**src/rtl/cfg_chain_loader_if.sv**
```systemverilog
// cfg_chain_loader_if
// Bundles the host write port, the serial chain pins and the status flags of
// cfg_chain_loader.
//   master : host/chain side. Drives START, VERIFY, WR_VALID, WR_DATA, CFG_Q.
//   slave  : loader side. Drives WR_READY, CFG_WE, CFG_D, BUSY, DONE, ERR, ERR_IDX.
// Parameter IDX_W sets the width of ERR_IDX and must match the loader's IDX_W.
interface cfg_chain_loader_if #(
  parameter int IDX_W = 9
);
  logic             START;
  logic             VERIFY;
  logic             WR_VALID;
  logic [15:0]      WR_DATA;
  logic             WR_READY;
  logic             CFG_WE;
  logic             CFG_D;
  logic             CFG_Q;
  logic             BUSY;
  logic             DONE;
  logic             ERR;
  logic [IDX_W-1:0] ERR_IDX;

  modport master (
    output START, VERIFY, WR_VALID, WR_DATA, CFG_Q,
    input  WR_READY, CFG_WE, CFG_D, BUSY, DONE, ERR, ERR_IDX
  );

  modport slave (
    input  START, VERIFY, WR_VALID, WR_DATA, CFG_Q,
    output WR_READY, CFG_WE, CFG_D, BUSY, DONE, ERR, ERR_IDX
  );
endinterface

```
**src/rtl/cfg_chain_loader.sv**
```systemverilog
// cfg_chain_loader
// Serial loader for the daisy-chained layer configuration registers. Host
// words (16 bit) are shifted into the chain LSB first over CFG_WE/CFG_D. With
// the optional verify pass the host re-sends the same words; the bits that
// come back on CFG_Q are compared against the bits being shifted in, and the
// first mismatching bit position is recorded.
// Ports:
//   CLK   : clock, rising edge
//   RSTB  : asynchronous active-low reset
//   bus   : cfg_chain_loader_if.slave
//           START/VERIFY (start a load, request verify), WR_VALID/WR_DATA/
//           WR_READY (host word handshake), CFG_WE/CFG_D (chain drive),
//           CFG_Q (chain return), BUSY, DONE, ERR, ERR_IDX (status)
// Parameters:
//   CHAIN_LEN : chain length in bits, multiple of 16
//   IDX_W     : ERR_IDX width, 2**IDX_W >= CHAIN_LEN
// Build option:
//   CFG_LOADER_VERIFY_EN : when defined, the verify pass (CHECK state, compare
//                          logic, ERR, ERR_IDX) is built; otherwise VERIFY is
//                          ignored and ERR/ERR_IDX read as 0.
module cfg_chain_loader #(
  parameter int CHAIN_LEN = 512,
  parameter int IDX_W     = 9
) (
  input  logic                CLK,
  input  logic                RSTB,
  cfg_chain_loader_if.slave   bus
);
  localparam int NWORDS = CHAIN_LEN / 16;
  localparam int WCNT_W = $clog2(NWORDS) + 1;

  typedef enum logic [1:0] {S_IDLE, S_LOAD, S_CHECK, S_FIN} state_t;

  state_t              r_state;
  logic [15:0]         r_shift;
  logic [3:0]          r_bitcnt;   // position of the bit on CFG_D within its word
  logic [WCNT_W-1:0]   r_wcnt;     // words accepted in the current pass
  logic                r_cfg_we;   // shifter holds a bit being shifted this cycle
  logic                r_busy;
  logic                r_done;
  logic                r_err;
  logic [IDX_W-1:0]    r_err_idx;

  logic                w_active;
  logic                w_last_bit;
  logic                w_words_left;
  logic                w_ready;
  logic                w_accept;
  logic                w_pass_end;

  assign w_active     = (r_state == S_LOAD) || (r_state == S_CHECK);
  assign w_last_bit   = r_cfg_we && (r_bitcnt == 4'd15);
  assign w_words_left = r_wcnt < WCNT_W'(NWORDS);
  // A new word may be taken when the shifter is empty, or when its last bit
  // leaves on this edge, which gives bubble-free back-to-back shifting.
  assign w_ready      = w_active && w_words_left && (!r_cfg_we || w_last_bit);
  assign w_accept     = w_ready && bus.WR_VALID;
  // Last bit of the last word of the pass is shifting on this edge.
  assign w_pass_end   = w_last_bit && !w_words_left;

`ifdef CFG_LOADER_VERIFY_EN
  logic                r_vreq;
  logic [WCNT_W-1:0]   w_word_idx;
  logic [IDX_W-1:0]    w_bit_idx;
  logic                w_mismatch;

  // The word on CFG_D is the most recently accepted one.
  assign w_word_idx = r_wcnt - WCNT_W'(1);
  assign w_bit_idx  = IDX_W'({w_word_idx, r_bitcnt});
  // CFG_Q is the bit that was shifted in at the same pass position during LOAD.
  assign w_mismatch = (r_state == S_CHECK) && r_cfg_we && (bus.CFG_Q != r_shift[0]);
`else
  logic w_unused;
  assign w_unused = ^{bus.VERIFY, bus.CFG_Q};
`endif

  always_ff @(posedge CLK or negedge RSTB) begin
    if (!RSTB) begin
      r_state   <= S_IDLE;
      r_shift   <= 16'd0;
      r_bitcnt  <= 4'd0;
      r_wcnt    <= '0;
      r_cfg_we  <= 1'b0;
      r_busy    <= 1'b0;
      r_done    <= 1'b0;
      r_err     <= 1'b0;
      r_err_idx <= '0;
`ifdef CFG_LOADER_VERIFY_EN
      r_vreq    <= 1'b0;
`endif
    end else begin
      r_done <= 1'b0;
      case (r_state)
        S_IDLE: begin
          if (bus.START) begin
            r_state   <= S_LOAD;
            r_busy    <= 1'b1;
            r_err     <= 1'b0;
            r_err_idx <= '0;
            r_wcnt    <= '0;
            r_bitcnt  <= 4'd0;
`ifdef CFG_LOADER_VERIFY_EN
            r_vreq    <= bus.VERIFY;
`endif
          end
        end

        S_LOAD, S_CHECK: begin
          if (w_accept) begin
            r_shift  <= bus.WR_DATA;
            r_cfg_we <= 1'b1;
            r_bitcnt <= 4'd0;
            r_wcnt   <= r_wcnt + WCNT_W'(1);
          end else if (r_cfg_we) begin
            if (w_last_bit) begin
              // Shifter drained: keep its contents so CFG_D holds while stalled.
              r_cfg_we <= 1'b0;
            end else begin
              r_shift  <= {1'b0, r_shift[15:1]};
              r_bitcnt <= r_bitcnt + 4'd1;
            end
          end

`ifdef CFG_LOADER_VERIFY_EN
          if (w_mismatch && !r_err) begin
            r_err     <= 1'b1;
            r_err_idx <= w_bit_idx;
          end
`endif

          if (w_pass_end) begin
`ifdef CFG_LOADER_VERIFY_EN
            if ((r_state == S_LOAD) && r_vreq) begin
              r_state  <= S_CHECK;
              r_wcnt   <= '0;
              r_bitcnt <= 4'd0;
            end else begin
              r_state <= S_FIN;
              r_busy  <= 1'b0;
              r_done  <= 1'b1;
            end
`else
            r_state <= S_FIN;
            r_busy  <= 1'b0;
            r_done  <= 1'b1;
`endif
          end
        end

        S_FIN: begin
          r_state <= S_IDLE;
        end

        default: begin
          r_state <= S_IDLE;
          r_busy  <= 1'b0;
        end
      endcase
    end
  end

  assign bus.WR_READY = w_ready;
  assign bus.CFG_WE   = r_cfg_we;
  assign bus.CFG_D    = r_shift[0];
  assign bus.BUSY     = r_busy;
  assign bus.DONE     = r_done;
  assign bus.ERR      = r_err;
  assign bus.ERR_IDX  = r_err_idx;
endmodule

```
**src/flat_wrapper.sv**
```systemverilog
// flat-port wrapper written by rule: the top's interface ports become plain ports
module cfg_chain_loader_flat 
#(
  parameter int CHAIN_LEN = 512,
  parameter int IDX_W     = 9
)
  (CLK, RSTB, bus_START, bus_VERIFY, bus_WR_VALID, bus_WR_DATA, bus_CFG_Q, bus_WR_READY, bus_CFG_WE, bus_CFG_D, bus_BUSY, bus_DONE, bus_ERR, bus_ERR_IDX);
  cfg_chain_loader_if #(.IDX_W(IDX_W)) bus_i ();
  input  logic CLK;
  input  logic RSTB;
  input wire logic [$bits(bus_i.START)-1:0] bus_START;
  input wire logic [$bits(bus_i.VERIFY)-1:0] bus_VERIFY;
  input wire logic [$bits(bus_i.WR_VALID)-1:0] bus_WR_VALID;
  input wire logic [$bits(bus_i.WR_DATA)-1:0] bus_WR_DATA;
  input wire logic [$bits(bus_i.CFG_Q)-1:0] bus_CFG_Q;
  output wire logic [$bits(bus_i.WR_READY)-1:0] bus_WR_READY;
  output wire logic [$bits(bus_i.CFG_WE)-1:0] bus_CFG_WE;
  output wire logic [$bits(bus_i.CFG_D)-1:0] bus_CFG_D;
  output wire logic [$bits(bus_i.BUSY)-1:0] bus_BUSY;
  output wire logic [$bits(bus_i.DONE)-1:0] bus_DONE;
  output wire logic [$bits(bus_i.ERR)-1:0] bus_ERR;
  output wire logic [$bits(bus_i.ERR_IDX)-1:0] bus_ERR_IDX;
  assign bus_i.START = bus_START;
  assign bus_i.VERIFY = bus_VERIFY;
  assign bus_i.WR_VALID = bus_WR_VALID;
  assign bus_i.WR_DATA = bus_WR_DATA;
  assign bus_i.CFG_Q = bus_CFG_Q;
  assign bus_WR_READY = bus_i.WR_READY;
  assign bus_CFG_WE = bus_i.CFG_WE;
  assign bus_CFG_D = bus_i.CFG_D;
  assign bus_BUSY = bus_i.BUSY;
  assign bus_DONE = bus_i.DONE;
  assign bus_ERR = bus_i.ERR;
  assign bus_ERR_IDX = bus_i.ERR_IDX;
  cfg_chain_loader #(.CHAIN_LEN(CHAIN_LEN), .IDX_W(IDX_W)) u_core (.CLK(CLK), .RSTB(RSTB), .bus(bus_i));
endmodule
```
**config.mk**
```make
export PLATFORM = sky130hd
export DESIGN_NAME = cfg_chain_loader_flat
export DESIGN_NICKNAME = d
export VERILOG_FILES = /design/src/rtl/cfg_chain_loader_if.sv /design/src/rtl/cfg_chain_loader.sv /design/src/flat_wrapper.sv
export SDC_FILE = /design/constraint.sdc
export NUM_CORES = 1
export LEC_CHECK = 0
export CAP_MARGIN = 40
export CORE_ASPECT_RATIO = 0.8
export CORE_UTILIZATION = 62
export CTS_CLUSTER_SIZE = 10
export DETAILED_ROUTE_END_ITERATION = 8
export DONT_BUFFER_PORTS = 1
export PLACE_DENSITY = 0.79
export SYNTH_ARGS = -nofsm -noshare
export SYNTH_HDL_FRONTEND = slang
export SYNTH_SLANG_ARGS = --single-unit
```
**constraint.sdc**
```tcl
create_clock -name CLK -period 2.3 [get_ports CLK]
set_clock_uncertainty 0.05 [all_clocks]
set_input_delay 0.23 -clock CLK [delete_from_list [all_inputs] [get_ports CLK]]
set_output_delay 0.23 -clock CLK [all_outputs]
set_load 0.03 [all_outputs]
```
Word level (Yosys, flattened, before mapping)
Cells that the tools add are included.

storage, ports and cells
  output and inout bits = 15
  word-level logic and storage cells = 60
  register bits after elaboration = 31

operators by class
  mux-type cells = 22
  $lt $le $gt $ge = 1
  equality and inequality tests = 10
  reduce and logical (&&, ||, !) cells = 18
  add/subtract/negate cells = 2

operator list
  kind                   count
  $mux W16               3
  $mux W4                4
  $mux W6                2
  $pmux W6 S2            1
  $reduce_and A3 Y1      3
  $pmux W4 S2            1
  $mux W1                7
  $add A6 B1 Y6 const B  1
  $lt A6 B6 Y1 const B   1
  $pmux W2 S3            1
  $logic_and A1 B1 Y1    5
  $add A4 B1 Y4 const B  1
  $eq A2 B2 Y1 const B   2
  $eq A4 B4 Y1 const B   1
  $mux W2                2
  $ne A2 B1 Y1 const B   2
  $ne A2 B2 Y1 const B   2
  $reduce_and A4 Y1      1
  $reduce_bool A2 Y1     2
  $ne A3 B1 Y1 const B   1
  $ne A3 B3 Y1 const B   1
  $eq A2 B1 Y1 const B   1
  $logic_not A1 Y1       2
  $logic_not A2 Y1       1
  4 further kinds        5

Depth between registers and ports, before layout
  word-level depth = 7
  mapped depth = 7
  depth with buffers taken out = 6

Worst setup path before layout
Ideal clock, no wire load.

  path kind = register to output
  start point = register u_core.r_state[1]
  end point = output port bus_WR_READY
  arrival = 1,642 ps
  path slack = 378 ps
  stages on the path, launching flop included = 7
  buffers on the path = 2
  cells stage by stage = dfrtp_1 > inv_1 > ha_1 > buf_2 > clkbuf_1 > nand2_1 > nor2_1

between the ends
  word-level cells in the longest chain between the ends = 4

RTL lines
  item                                          RTL line                 text
  from (decl)                                   cfg_chain_loader.sv:34   state_t r_state;
  from (signal assigned)                        cfg_chain_loader.sv:79   r_state <= S_IDLE;
  from (signal assigned)                        cfg_chain_loader.sv:96   r_state <= S_LOAD;
  from (signal assigned)                        cfg_chain_loader.sv:143  r_state <= S_FIN;
  $eq A2 B1 Y1 or $eq A2 B2 Y1 (tied branches)  cfg_chain_loader.sv:51   assign w_active = (r_state == S_LOAD) || (r_state == S_CHECK);
  $logic_or A1 B1 Y1 (*)                        cfg_chain_loader.sv:51
  named net u_core.w_active                     cfg_chain_loader.sv:44   logic w_active;
  $logic_and A1 B1 Y1 (*) (2 in series)         cfg_chain_loader.sv:56   assign w_ready = w_active && w_words_left && (!r_cfg_we || w_last_bit);
  to (decl)                                     flat_wrapper.sv:16       output wire logic [$bits(bus_i.WR_READY)-1:0] bus_WR_READY;

Mark *: on every way through the listed nets, which the timed path passes. The rest lies on a longest branch.

Final worst setup path
  start point = register u_core.r_bitcnt[0]
  end point = output port bus_WR_READY

between the ends
  word-level cells in the longest chain between the ends = 4

RTL lines
  item                    RTL line                 text
  from (decl)             cfg_chain_loader.sv:36   logic [3:0] r_bitcnt;
  from (signal assigned)  cfg_chain_loader.sv:120  r_bitcnt <= r_bitcnt + 4'd1;
  $eq A4 B4 Y1            cfg_chain_loader.sv:52   assign w_last_bit = r_cfg_we && (r_bitcnt == 4'd15);
  $logic_and A1 B1 Y1     cfg_chain_loader.sv:52
  $logic_or A1 B1 Y1      cfg_chain_loader.sv:56
  $logic_and A1 B1 Y1     cfg_chain_loader.sv:56

Every way passes these cells.

==> flow_summary.yaml <==
worst_setup_path:
  crit_cells: 6
  worstPathMaxFanout: 17
  worstSetupEndpointType: "output port"
  cp.arrival_ns: 1.85
  r2r_cells: 7
  crit_buf_inv: 1
  reg2reg_to: "u_core.r_bitcnt[3]"
  critPathMaxStageDelay_ns: 0.44
  slowest_stage: "dfrtp_1"
  r2r_slack_ns: 0.29
  path_cells: "ha_1 -> nand3_2 -> nand2_4 -> nand2_1 -> nor2_1 -> buf_4"
  crit_type: "reg -> out"
  r2r_start: "u_core.r_state[1]"
  start_kind: "register"
  cp_top_family: "simple AND/OR/NAND/NOR gates"
  cp_data_required_time_ns: 2.02
logic_synthesis:
  synth-xor-area-share_pct: 0
  synth_top_family_by_area: "compound AO/OA/AOI/OAI gates"
  synthTopCellsByArea: "dfrtp_1 46%, a2bb2oi_1 7.8%, buf_4 5.4%"
  postSynthAreaPerCell_um2: 10.8
  synth_mux_area_share_pct: 5.14
  ys_warn_count: 0
  synth_top_area_share_pct: 46.2
  yosysSeqAreaShare_pct: 46.2
  synth.ff_latch_count: 31
  post-synth-top-count-cell: "dfrtp_1"
  synth_ff_type: "dfrtp_1"
  synth_compound_area_share_pct: 22.9
  mappedNetlistArea_um2: 1680
  async_reset_ff_share_pct: 100
  synth-simple-area-share_pct: 12.5
  synth_edf_count: 0
  synth.distinct_cells: 39
  synth_commonest_cells: "31 x dfrtp_1, 15 x a2bb2oi_1, 14 x o22ai_1"
  synthAdderAreaFrac_pct: 2.98
  syn_inst: 156
  synth_top_area_cell: "dfrtp_1"
die:
  initial_utilization_pct: 67.1
  dieArea_um2: 2920
  rows: 16
  die_w_um: 60.2
  die_h_um: 48.5
  ios: 37
  core_um2: 2500
clock_network:
  cts_tree: "yes"
  clkTransAtPathRegs_ns: 0.11
  cts_made_buffers: 5
  cts_max_level: 2
  cts_buffer_depth: 2
  clock_latency_ns: 0.34
  cts.sinks: 31
  root_buffer: "clkbuf_4"
timing:
  setup-tns-final_ns: 0
  rsz0062_at_grt: "no"
  min_period_ns: 2.13
  finalMaxSlewViolations: 0
  hold_viol_final: 0
  finalSetupViolCount: 0
  fmaxAchievable_mhz: 469
  finalCritPeriodShare_pct: 92.7
  hold_ws_ns: 0.0258
place:
  dp_hpwl_um: 2210
  gp_congestion: 0.814
  placedCellCount: 187
  port_buffers: 0
finish:
  drive_gt1_share_pct: 16.7
  fin_cells: 198
  fill_cells: 200
  nets: 187
  syn_to_final_growth_pct: 5.81
  diodes: 0
  final_core_util_pct: 71.0
power:
  power.internal_uw: 1380
  switching_power_uw: 707
  irDropWorstVdd_uv: 673
  power.leakage_uw: 0.000845
  seq_power_share_pct: 44.2
  pwr-share-clk_pct: 21.7
  p_comb_share_pct: 34.1
  powerDensity_nw_per_um2: 1180
  switching_share_pct: 33.8
route:
  firstDrtPassIters: 5
  drt_wl_total_um: 3350
  viasPerCell: 6.22
  vias: 1231
  wire_per_inst_um: 16.9
  drc: 0
  drtAntennaViolNets: 0
  dr.first_iter.drc_count: 64
min_path:
  min_to: "u_core.r_shift[8]"
  hold-path-cell-count: 2
  hold_path_class: "in -> reg"
  hold_path.startpoint: "bus_WR_DATA[8]"
global_route:
  grt_pass1_wl_um: 5410
  antenna_found_initial: 0
  gr-total-overflow: 0
  grt_busiest_layer: "met2"
  grt_max_degree: 32
  grtUsageMet2_pct: 35.7
  grt_usage_pct: 24.8
  grt_pass1_vias: 1190
  gr-usage-met3_pct: 9.36
  use_met1_pct: 35.1
outcome:
  run_status: "finished, final reports clean"
run:
  drv_cap: 0
worst max-delay path by stage:
stage	start	endpoint	slack, ns
2_1_floorplan	u_core.r_state[1]	bus_WR_READY	0.38
3_3_place_gp	u_core.r_state[0]	u_core.r_wcnt[5]	0.46
3_5_place_dp	u_core.r_state[1]	u_core.r_bitcnt[3]	0.36
4_1_cts	u_core.r_bitcnt[0]	bus_WR_READY	0.11
5_1_grt	u_core.r_state[0]	bus_WR_READY	0.02
6_report	u_core.r_bitcnt[0]	bus_WR_READY	0.17
registers in the layout, summed over array words and instances (netlist names):
| signal | cells |
|---|---|
| u_core.bus.BUSY | 1 |
| u_core.r_shift | 16 |
| u_core.bus.CFG_WE | 1 |
| u_core.r_bitcnt | 4 |
| u_core.bus.DONE | 1 |
| u_core.r_state | 2 |
| u_core.r_wcnt | 6 |
cell usage in the layout (no fill, tap or decap), types with 2 or more instances in the layout:
cell type      Yosys  layout
o21ai_0            5       5
dlygate4sd3_1      0       2
buf_4             12       5
nand2_1           11      11
ha_1               4       4
nor2_1             4       4
conb_1             1      10
nand3_1            6       6
and3_1             2       2
nand4_1            2       2
nor2b_4            2       2
a211o_1            2       2
mux2i_1            6       6
a21oi_2            3       3
a21oi_1            4       4
inv_1              5       5
o22ai_1           14      14
nand2b_1           3       3
a2bb2oi_1         15      15
dfrtp_1           31      31
a22o_1             2       2
clkbuf_4           0       5
layer usage:
metal	part of all wire, %	vias up
met5	0	-
met4	0.69	0
met3	5.4	2
met2	48	51
met1	46	608
li1	-	570
power by group through the flow:
stage | Clock, µW | Sequential, µW | Combinational [µW]
after floorplan | 0 | 882 | 617
after global placement | 0 | 914 | 645
after detailed placement | 0 | 925 | 681
after CTS | 456 | 915 | 702
after global routing | 490 | 947 | 786
final | 453 | 924 | 714
area by class of cell:
| cell class | instances | area [µm²] | area share (%) |
|---|---|---|---|
| sequential | 31 | 776 | 43.7 |
| multi-input combinational | 110 | 773 | 43.5 |
| timing repair buffer | 8 | 77.6 | 4.37 |
| clock buffer | 6 | 51.3 | 2.89 |
| tap | 36 | 45.0 | 2.54 |
| clock inverter | 2 | 35.0 | 1.97 |
| inverter | 5 | 18.8 | 1.06 |
logic make-up after synthesis:
kind of cell / count (synthesis)
compound gates: 51
simple gates: 37
flops: 31
buf+inv: 24
mux: 8
fa+ha+maj: 4
other cells: 1
per-stage QoR:
step / worst slack [ns] / area (µm²) / total power, µW
after floorplan: 0.378 / 1710 / 1500
after global placement: 0.462 / 1650 / 1560
after detailed placement: 0.363 / 1650 / 1610
after CTS: 0.113 / 1760 / 2070
after global routing: 0.0229 / 1780 / 2220
final: 0.169 / 1780 / 2090
repair_timing:
| action | in CTS | in global routing |
|---|---|---|
| hold buffers | 2 | 1 |
| endpoints found under the hold margin | 31 | 1 |
| endpoints found under the setup margin | 0 | 1 |
| setup buffers | 0 | 0 |
| resized for setup | 0 | 1 |
Power figures use the tool's default switching activity.
